--- src/rtl/seq_tx_pkg.sv ---
// Shared types and defaults for the framed serial transmitter.
// Latency: n/a (types, constants and a width helper only).
// Backpressure: n/a. Optional PARITY state controlled by macro SEQ_TX_PARITY_EN.
package seq_tx_pkg;

    localparam int               DEF_SYNC_W   = 4;
    localparam logic [3:0]       DEF_SYNC_PAT = 4'b1101;
    localparam int               DEF_DATA_W   = 8;

    // Frame sequencing states; PARITY only exists in parity-enabled builds.
    typedef enum logic [2:0] {
        ST_IDLE   = 3'd0,
        ST_SYNC   = 3'd1,
        ST_DATA   = 3'd2,
        ST_GAP    = 3'd3
`ifdef SEQ_TX_PARITY_EN
        ,
        ST_PARITY = 3'd4
`endif
    } state_t;

    // Bit counter width: enough to hold the longest state's bit index plus one.
    function automatic int cnt_width(input int sync_w, input int data_w);
        int longest;
        longest = (sync_w > data_w) ? sync_w : data_w;
        return $clog2(longest + 1);
    endfunction

endpackage

--- src/rtl/seq_tx_if.sv ---
// Payload handshake plus serial/status outputs of the transmitter.
// Latency: n/a (wiring only).
// Backpressure: in_valid/in_ready; payload moves only when both are high.
interface seq_tx_if
    import seq_tx_pkg::*;
#(
    parameter int DATA_W = DEF_DATA_W
) ();

    logic              in_valid;
    logic [DATA_W-1:0] in_data;
    logic              in_ready;
    logic              out;
    logic              busy;
    logic              frame_done;

    // Producer side: offers payloads, observes the serial stream.
    modport master (
        output in_valid,
        output in_data,
        input  in_ready,
        input  out,
        input  busy,
        input  frame_done
    );

    // Transmitter side.
    modport slave (
        input  in_valid,
        input  in_data,
        output in_ready,
        output out,
        output busy,
        output frame_done
    );

endinterface

--- src/rtl/seq_tx_shreg.sv ---
// Parallel-load, MSB-first shift register holding the payload of the frame in flight.
// Latency: load/shift take effect on the next rising edge; msb is a direct register tap.
// Backpressure: none; load has priority over shift, zeros shift in at the LSB.
module seq_tx_shreg #(
    parameter int W = 8
) (
    input  logic         clk,
    input  logic         rst,
    input  logic         load,
    input  logic         shift,
    input  logic [W-1:0] din,
    output logic         msb
);

    logic [W-1:0] sr_q;

    // Capture the payload on load, otherwise walk it towards the MSB one bit per shift.
    always_ff @(posedge clk) begin
        if (!rst) begin
            sr_q <= '0;
        end else if (load) begin
            sr_q <= din;
        end else if (shift) begin
            sr_q <= {sr_q[W-2:0], 1'b0};
        end
    end

    assign msb = sr_q[W-1];

endmodule

--- src/rtl/seq_tx.sv ---
// Serialises one payload per frame: sync word, payload MSB first, optional parity, one GAP cycle.
// Latency: first sync bit on out the cycle after acceptance; out is registered. Macro SEQ_TX_PARITY_EN adds PARITY.
// Backpressure: in_ready only in IDLE/GAP out of reset; in_valid is ignored while a frame is in flight.
module seq_tx
    import seq_tx_pkg::*;
#(
    parameter int                SYNC_W   = DEF_SYNC_W,
    parameter logic [SYNC_W-1:0] SYNC_PAT = DEF_SYNC_PAT,
    parameter int                DATA_W   = DEF_DATA_W
) (
    input  logic     clk,
    input  logic     rst,
    seq_tx_if.slave  bus
);

    localparam int CNT_W = cnt_width(SYNC_W, DATA_W);

    state_t             state_q;
    state_t             state_d;
    logic [CNT_W-1:0]   cnt_q;
    logic [CNT_W-1:0]   cnt_d;
    logic               out_q;
    logic               out_d;
    logic               accept;
    logic               shift_en;
    logic               shreg_msb;
    logic [SYNC_W-1:0]  sync_sh;
`ifdef SEQ_TX_PARITY_EN
    logic               par_q;
`endif

    // Ready only when idle or in the closing GAP cycle, and never while reset is asserted.
    assign bus.in_ready = rst && ((state_q == ST_IDLE) || (state_q == ST_GAP));
    assign accept       = bus.in_valid && bus.in_ready;

    // Next state and bit counter; the counter restarts at 0 on every state change.
    always_comb begin
        state_d = state_q;
        cnt_d   = '0;
        case (state_q)
            ST_IDLE: begin
                if (accept) state_d = ST_SYNC;
            end
            ST_SYNC: begin
                if (cnt_q == CNT_W'(SYNC_W - 1)) state_d = ST_DATA;
            end
            ST_DATA: begin
                if (cnt_q == CNT_W'(DATA_W - 1)) begin
`ifdef SEQ_TX_PARITY_EN
                    state_d = ST_PARITY;
`else
                    state_d = ST_GAP;
`endif
                end
            end
`ifdef SEQ_TX_PARITY_EN
            ST_PARITY: begin
                state_d = ST_GAP;
            end
`endif
            ST_GAP: begin
                // Back-to-back frames go straight to SYNC, no idle bubble.
                state_d = accept ? ST_SYNC : ST_IDLE;
            end
            default: begin
                state_d = ST_IDLE;
            end
        endcase
        // IDLE holds the counter at 0; inside SYNC/DATA the terminal count forces a state change.
        if ((state_d == state_q) && (state_q != ST_IDLE)) begin
            cnt_d = cnt_q + 1'b1;
        end
    end

    // Serial bit for the cycle being entered, so the registered out lines up with the state.
    always_comb begin
        out_d    = 1'b0;
        sync_sh  = SYNC_PAT << cnt_d;
        shift_en = (state_d == ST_DATA);
        case (state_d)
            ST_SYNC:   out_d = sync_sh[SYNC_W-1];
            ST_DATA:   out_d = shreg_msb;
`ifdef SEQ_TX_PARITY_EN
            ST_PARITY: out_d = par_q;
`endif
            default:   out_d = 1'b0;
        endcase
    end

    // State, counter and serial output registers.
    always_ff @(posedge clk) begin
        if (!rst) begin
            state_q <= ST_IDLE;
            cnt_q   <= '0;
            out_q   <= 1'b0;
        end else begin
            state_q <= state_d;
            cnt_q   <= cnt_d;
            out_q   <= out_d;
        end
    end

`ifdef SEQ_TX_PARITY_EN
    // Even parity is taken at acceptance because the shift register consumes the payload.
    always_ff @(posedge clk) begin
        if (!rst) begin
            par_q <= 1'b0;
        end else if (accept) begin
            par_q <= ^bus.in_data;
        end
    end
`endif

    // Payload storage; later changes on in_data cannot reach the frame in flight.
    seq_tx_shreg #(
        .W (DATA_W)
    ) u_shreg (
        .clk   (clk),
        .rst   (rst),
        .load  (accept),
        .shift (shift_en),
        .din   (bus.in_data),
        .msb   (shreg_msb)
    );

    assign bus.out        = out_q;
`ifdef SEQ_TX_PARITY_EN
    assign bus.busy       = (state_q == ST_SYNC) || (state_q == ST_DATA) || (state_q == ST_PARITY);
`else
    assign bus.busy       = (state_q == ST_SYNC) || (state_q == ST_DATA);
`endif
    assign bus.frame_done = (state_q == ST_GAP);

endmodule

--- src/flat_wrapper.sv ---
// flat-port wrapper written by rule: the top's interface ports become plain ports
module seq_tx_flat import seq_tx_pkg::*;
#(
    parameter int                SYNC_W   = DEF_SYNC_W,
    parameter logic [SYNC_W-1:0] SYNC_PAT = DEF_SYNC_PAT,
    parameter int                DATA_W   = DEF_DATA_W
)
  (clk, rst, bus_in_valid, bus_in_data, bus_in_ready, bus_out, bus_busy, bus_frame_done);
  seq_tx_if #(.DATA_W(DATA_W)) bus_i ();
  input  logic clk;
  input  logic rst;
  input wire logic [$bits(bus_i.in_valid)-1:0] bus_in_valid;
  input wire logic [$bits(bus_i.in_data)-1:0] bus_in_data;
  output wire logic [$bits(bus_i.in_ready)-1:0] bus_in_ready;
  output wire logic [$bits(bus_i.out)-1:0] bus_out;
  output wire logic [$bits(bus_i.busy)-1:0] bus_busy;
  output wire logic [$bits(bus_i.frame_done)-1:0] bus_frame_done;
  assign bus_i.in_valid = bus_in_valid;
  assign bus_i.in_data = bus_in_data;
  assign bus_in_ready = bus_i.in_ready;
  assign bus_out = bus_i.out;
  assign bus_busy = bus_i.busy;
  assign bus_frame_done = bus_i.frame_done;
  seq_tx #(.SYNC_W(SYNC_W), .SYNC_PAT(SYNC_PAT), .DATA_W(DATA_W)) u_core (.clk(clk), .rst(rst), .bus(bus_i));
endmodule
--- config.mk ---
export PLATFORM = sky130hd
export DESIGN_NAME = seq_tx_flat
export DESIGN_NICKNAME = d
export VERILOG_FILES = /design/src/rtl/seq_tx_pkg.sv /design/src/rtl/seq_tx_if.sv /design/src/rtl/seq_tx_shreg.sv /design/src/rtl/seq_tx.sv /design/src/flat_wrapper.sv
export SDC_FILE = /design/constraint.sdc
export NUM_CORES = 1
export LEC_CHECK = 0
export BUFFER_PORTS_ARGS = -buffer_cell sky130_fd_sc_hd__buf_2
export CAP_MARGIN = 10
export CORE_MARGIN = 10
export CORE_UTILIZATION = 35
export CTS_CLUSTER_DIAMETER = 80
export DETAILED_ROUTE_END_ITERATION = 16
export SLEW_MARGIN = 15
export SYNTH_ARGS = -nofsm -noshare
export SYNTH_HDL_FRONTEND = slang
export SYNTH_HIERARCHICAL = 1
export SYNTH_SLANG_ARGS = --single-unit
--- constraint.sdc ---
create_clock -name clk -period 2.3 [get_ports clk]
set_input_delay 0.23 -clock clk [delete_from_list [all_inputs] [get_ports clk]]
set_output_delay 0.23 -clock clk [all_outputs]
set_load 0.01 [all_outputs]
# Word level (Yosys, flattened, before mapping)
# Index checks and enable logic that the tools add are counted.
# word_totals
reg_bits,16
input_bits,11
output_inout_bits,4
word_cells,31
# classes
n_addsub,1
n_eq_ne,8
n_shift,1
mux,9
n_reduce_logical,8
# ops
operator,count
$mux 8,2
$pmux 3 s4,1
$eq 3x2->1 const B,3
$mux 3,3
$eq 3x1->1 const B,2
$add 4x1->4 const B,1
$eq 4x2->1 const B,1
$eq 4x3->1 const B,1
$mux 4,1
$shl 4x4->4 const A,1
$eq 3x3->1,1
$logic_and 1x1->1,3
$logic_not 3->1,1
$reduce_bool 3->1,1
$logic_or 1x1->1,2
$pmux 1 s2,1
$reduce_bool 2->1,1
$mux 1,1

# Longest topological paths before layout
# Gate-level depths: netlist of the first run.
# depth
depth_word,11
depth_mapped,7

# By module
# The synthesis of the first run kept the hierarchy.
# by_module_without_submodules
module,n_inst,cells_per_inst,area_per_inst_um2
seq_tx,1,54,447.9
seq_tx_shreg,1,35,419.2

# Worst setup path after synthesis of the first run
# No wires, ideal clock.
# synth_timing
kind,register to register
startpoint,register u_core.cnt_q[0]
endpoint,register u_core.u_shreg.sr_q[1]
setup_time_ns,0.116
t_arrival_ns,1.691
required_time_ns,2.184
slack_ns,0.492
stages_incl_launch_ff,8
n_path_buf,1
synth_period_minus_slack_ns,1.808
path_cell_list,dfxtp_1 > ha_1 > nor3b_1 > a22oi_1 > nor2_1 > buf_6 > mux2_4 > o211a_1
# synth_via
elab_chain_len,5
# synth_lines
item,line_no,rtl
from (decl),seq_tx.sv:20,logic [CNT_W-1:0] cnt_q;
from (signal assigned),seq_tx.sv:98,cnt_q <= cnt_d;
$eq 4x3->1 / $eq 4x2->1 (equally long branches),"seq_tx.sv:48, seq_tx.sv:45",
"$mux 3, on equally long branches","seq_tx.sv:48, seq_tx.sv:45",
$pmux 3 s4 (*),seq_tx.sv:40,case (state_q)
$eq 3x2->1 (*),seq_tx.sv:79,shift_en = (state_d == ST_DATA);
via u_core.shift_en,seq_tx.sv:25,logic shift_en;
$reduce_bool 2->1 (no source line) (*),-,
to (signal assigned),seq_tx_shreg.sv:22,sr_q <= din;
to (signal assigned),seq_tx_shreg.sv:24,"sr_q <= {sr_q[W-2:0], 1'b0};"
to (decl),seq_tx_shreg.sv:15,logic [W-1:0] sr_q;
# Mark *: on every way through the listed nets, which the timed path passes. The rest lies on a longest branch.
# A chain may end at the register's enable or synchronous reset.

# Final worst setup path of the first run
# layout_timing
startpoint,register u_core.cnt_q[0]
endpoint,register u_core.u_shreg.sr_q[4]
# Same word-level chain as after synthesis.

==> results.ini, run 1 <==
[floorplanning]
row_count = 17
fp.dieW_um = 69.78
die_y_um = 69.78
dieArea_um2 = 4869
ios = 15
start_util = 0.3810
core_region_area_um2 = 2276

[clocking]
cts_tree = built
clkSlewWorstSetupHoldPaths_ps = 80
cts_resized = 0
cts_sinks = 16
clk_path_buf_depth = 2
htreeDepth = 1
hold_buffers = 0
cts_buffers = 3
cts_root_buf = clkbuf_4
clk_latency_ps = 290
postCtsSetupBuffers = 0

[grt]
grt_pass1_vias = 621
grt_start_max_net_pins = 17
grt.total_usage = 0.06992
gr-total-overflow = 0
antenna_found_initial = 0
grt_pass1_wl_um = 2808

[drt]
drt_iter0_markers = 34
dr.pass1.iters = 4
vias_per_cell = 5.008
met1Wirelength_um = 838
drtAntennaViolNets = 0
top_layer = met4
route.met3.wl_um = 93
vias = 656
remaining_drc_errors = 0
wl_per_cell_um = 12.57
wl_um = 1647
wl_met2_um = 691

[cells_and_area]
instances_no_fill = 131
diodes = 0
syn_to_final_growth_pct = 12.70
layout.nets = 117
drive_gt1_frac = 0.2816
design_area_um2 = 977.2

[setup_path]
path_depth = 7
start_kind = flop
slowest_stage = dfxtp_1
crit_arrival_ps = 2140
reg2regPathDepth = 7
path_buf_inv = 1
reg2reg_slack_ps = 350
regToRegStartpoint = u_core/cnt_q[0]
slowest_delay_ps = 400
critPathMaxFanout = 8
cp.required_ps = 2490
cp_top_family = flip-flops
cp-end-kind = flop
crit_chain = ha_1 -> nor3b_1 -> a22oi_1 -> nor2_1 -> buf_4 -> mux2_4 -> o211a_1
reg2reg_to = u_core/u_shreg/sr_q[4]
path_class = flop to flop

[hold_path]
worstHoldStart = bus_in_data[0]
hold_class = primary input to flop
holdPathEnd = u_core/u_shreg/sr_q[0]
min_delay_path_depth = 3

[pwr]
p_int_uw = 377.2
sw_frac_of_total = 0.2290
p_leak_nw = 0.4661
vdd_ir_drop_max_v = 0.0003155
power.switching_uw = 112.0
seqPwrFrac = 0.601
pwr-share-comb = 0.103
p_total_uw = 489.2
powerDensity_nw_per_um2 = 500.6
clock_power_share = 0.296

[timing]
fin_worst_skew_ps = 2.209
finalSetupTns_ps = 0
min_period_ps = 1952
fmax_mhz = 512.4
setup_viol = 0
rsz0062_at_grt = no
period_share = 0.8485
slew_violations = 0
hold_viol = 0

[synthesis]
yosys.cell_count.top_type = dfxtp_1
synthesis.area_um2 = 867.1
syn_inst = 89
synth_seq_area_share = 0.3694
synthArstFlopShare = 0
yosys_warnings = 6
synth_cell_types = 35
synth_common_cells = dfxtp_1 (16), nor2_1 (10), nand2b_1 (9)
synth-edff-count = 0
synth_nets = 101
ys.flop_type = dfxtp_1
syn_avg_cell_area_um2 = 9.742
synthTopCellsByArea = dfxtp_1 (37%), mux2_4 (12%), o211a_1 (8.1%)
yosysTopAreaCell = dfxtp_1
netlist.area_leader.share = 0.3694
synth-seq-cells = 16

[placement]
dpl.hpwl_um = 1224
io_buffers = 14
placedCellCount = 128
gp_congestion = 0.7650
placed_area_um2 = 954.7

[run_status]
outcome = finished clean

[job]
drv_cap = 0

registers in the layout (all words and copies together), names as in the netlist:
register,count
u_core/u_shreg/sr_q,8
u_core/cnt_q,4
u_core/state_q,3
u_core/bus.out,1
power by group through the flow:
stage / clock network (mW) / registers [mW] / logic (mW)
finish: 0.145 / 0.294 / 0.0504
global route: 0.167 / 0.296 / 0.0559
CTS: 0.155 / 0.294 / 0.0506
detailed placement: 0 / 0.300 / 0.0505
global placement: 0 / 0.300 / 0.0498
floorplan: 0 / 0.299 / 0.0352
layout make-up:
cell class | count | area, um^2
fillers | 224 | 1299
well taps | 28 | 35.03
multi-input cells | 67 | 514.2
repair buffers | 15 | 77.57
clock buffers | 3 | 22.52
flip-flops and latches | 16 | 320.3
inverters | 2 | 7.507
worst register-to-register path, stage by stage, from the launching register on:
cell and delay (ps):
dfxtp_1 400, ha_1 250, nor3b_1 270, a22oi_1 130, nor2_1 100, buf_4 190, mux2_4 320, o211a_1 200
layer usage:
layer / GRT usage / vias up
li1: - / 342
met1: 0.08546 / 297
met2: 0.09491 / 13
met3: 0.03994 / 4
met4: 0.03261 / 0
met5: 0 / -
worst max path at each step:
stage / slack, ps / startpoint / end
final: 350 / u_core/cnt_q[0] / u_core/u_shreg/sr_q[4]
after global routing: 210 / u_core/cnt_q[0] / u_core/u_shreg/sr_q[1]
after CTS: 350 / u_core/cnt_q[0] / u_core/u_shreg/sr_q[2]
after detailed placement: 370 / u_core/cnt_q[0] / u_core/u_shreg/sr_q[7]
after global placement: 410 / u_core/cnt_q[0] / u_core/u_shreg/sr_q[4]
after floorplan: 490 / u_core/cnt_q[0] / u_core/u_shreg/sr_q[1]
layout by cell type (no fill, tap or decap), drive strengths merged:
cell type / synthesis / final
a2bb2oi: 1 / 1
nand3: 5 / 5
nor3b: 1 / 1
a22oi: 2 / 2
inv: 2 / 2
nand4: 2 / 2
or4: 1 / 1
a21boi: 1 / 1
or3b: 2 / 2
mux2: 7 / 7
or2b: 1 / 1
a21o: 1 / 1
nor2: 10 / 10
conb: 1 / 1
nand3b: 1 / 1
buf: 3 / 15
xor2: 1 / 1
xnor2: 2 / 2
clkbuf: 1 / 3
ha: 1 / 1
a32o: 1 / 1
a21oi: 2 / 2
o21a: 1 / 1
o211a: 7 / 7
dfxtp: 16 / 16
nand2: 2 / 2
nor2b: 2 / 2
and2b: 2 / 2
nor3: 1 / 1
nand2b: 9 / 9
kinds of logic after synthesis:
group	count (synthesis)	share of synthesized area
fa+ha+maj	1	0.01443
simple gates	39	0.2597
buf+inv	6	0.03751
flops	16	0.3694
xor+xnor	3	0.03031
mux	7	0.1212
other cells	1	0.004325
compound gates	16	0.1631
stage by stage:
step	setup slack, ps	utilization	hold slack [ps]
finish	348.3	0.4294	190.1
CTS	350.2	0.4294	173.8
global route	213.3	0.4294	173.4
floorplan	492.5	-	358.2
detailed placement	366.7	0.4195	471.8
global placement	410.9	0.4195	459.3
No activity file was read; power rests on OpenSTA's default activity.
==> run 2, diff against run 1 <==
clock period = 1.8 ns   (was 2.3 ns; I/O delays follow)
==> run 2 against run 1 <==
Against the previous run:
- critical path depth unchanged
- via count up 2.4%
- sequential share of layout area down 2.3 points
- power up 38%
- flip-flop and latch count unchanged
- fmax up 13%
- clock-buffer cell count up 1
- clock power up 60%
- global-route usage down 0.50 points
- setup slack worse by 280 ps
- critical endpoint is now u_core/u_shreg/sr_q[3]
- largest cell class unchanged
==> results.ini, run 2 (synthesis gave the netlist of run 1 again) <==
[job]
drv_cap = 0

[setup_path]
slowest_delay_ps = 360
slowest_stage = dfxtp_2
crit_path_start = u_core/cnt_q[1]
regToRegStartpoint = u_core/cnt_q[1]
path_class = flop to flop
path_buf_inv = 1
critPathMaxFanout = 8
cp_top_family = flip-flops
cp.required_ps = 1970
crit_arrival_ps = 1900
crit_chain = ha_4 -> nor3b_4 -> a22oi_1 -> nor2_1 -> buf_6 -> mux2_4 -> o211a_1
start_kind = flop
cp-end-kind = flop

[cells_and_area]
largest_registers = u_core/u_shreg/sr_q (8), u_core/cnt_q (4), u_core/state_q (3)
utilization = 0.4651
drive_gt1_frac = 0.3578
syn_to_final_growth_pct = 22.08
diodes = 0
final_cell_mix = buf_2 (14), dfxtp_1 (14), nor2_1 (10), nand2b_1 (9)
largest_reg_flops = 8
largest_register = u_core/u_shreg/sr_q
layout.nets = 122

[drt]
vias_per_cell = 4.905
drt_iter0_markers = 24
drtAntennaViolNets = 0
wl_um = 1752
dr.pass1.iters = 4
remaining_drc_errors = 0
wl_per_cell_um = 12.79
vias = 672

[placement]
io_buffers = 14
gp_congestion = 0.8118
dpl.hpwl_um = 1283
place_ws_ps = 31.44

[pwr]
powerDensity_nw_per_um2 = 638.2
vdd_ir_drop_max_v = 0.0003868
p_leak_nw = 0.4997

[timing]
finalSetupTns_ps = 0
min_period_ps = 1729
hold_viol = 0
setup_ws_ps = 71.22
setup_viol = 0
fmax_mhz = 578.4
slew_violations = 0
fin_worst_skew_ps = 9.537
period_share = 0.9604

[clocking]
clk_path_buf_depth = 2
cts_root_buf = clkbuf_4
clk_latency_ps = 280
clkSlewWorstSetupHoldPaths_ps = 90
cts_sinks = 16
cts_buffers = 3
cts_tree = built
hold_buffers = 0
htreeDepth = 1

[floorplanning]
row_count = 17
fp.dieW_um = 69.78
ios = 15
core_region_area_um2 = 2276
start_util = 0.3810
die_y_um = 69.78
dieArea_um2 = 4869

[run_status]
outcome = finished clean

[grt]
gr-total-overflow = 0
antenna_found_initial = 0
grt.total_usage = 0.06492
grt_pass1_wl_um = 2711
grt_start_max_net_pins = 17
grt_pass1_vias = 642

[hold_path]
worstHoldStart = bus_in_data[0]
hold_class = primary input to flop

[run 2: area by class of cell]
| class | instances | area [um^2] |
|---|---|---|
| fill | 218 | 1217 |
| clock buffer | 4 | 36.28 |
| inverter | 2 | 7.507 |
| timing repair buffer | 20 | 118.9 |
| tap | 28 | 35.03 |
| multi-input combinational | 67 | 538.0 |
| sequential | 16 | 322.8 |
[run 2: layer usage]
metal  track usage  part of all wire  vias to the layer above
li1              -                 -                      352
met1       0.07460              0.48                      307
met2        0.1019              0.47                       11
met3       0.02282             0.041                        2
met4       0.03478            0.0051                        0
met5             0                 0                        -
[run 2: repair_timing]
item	CTS	global route
buffers inserted	0	1
resized for setup	0	6
endpoints found under the setup margin	0	8
[run 2: power by group]
part	total (mW)	switching [mW]	internal [mW]
Clock	0.232	0.109	0.123
Combinational	0.0701	0.0291	0.0410
Sequential	0.374	0.00739	0.366
Total	0.676	0.145	0.530
[run 2: metrics by stage]
stage / power [mW] / cells / cell area, um^2 / hold WS [ps]
6_report: 0.6755 / 137 / 1059 / 148.3
5_1_grt: 0.7153 / 137 / 1059 / 133.0
3_5_place_dp: 0.4517 / 132 / 989.7 / 438.0
2_1_floorplan: 0.4265 / 89 / 872.1 / 308.2
3_3_place_gp: 0.4501 / 132 / 989.7 / 437.7
4_1_cts: 0.6874 / 136 / 1026 / 135.8
[run 2: worst min-delay path: cells and delay by family]
kind                   cells  cell delay (ps)
AO/OA/AOI/OAI              1               50
buffers and inverters      1              100
AND/OR/NAND/NOR            1               50
[run 2: worst paths after layout]
kind / end / slack (ps) / cells after the start
worst max-delay path: u_core/u_shreg/sr_q[3] / 70 / 7
worst min-delay path: u_core/u_shreg/sr_q[0] / 150 / 3
worst max register to register: u_core/u_shreg/sr_q[3] / 70 / 7
worst min register to register: u_core/bus.out / 540 / 1
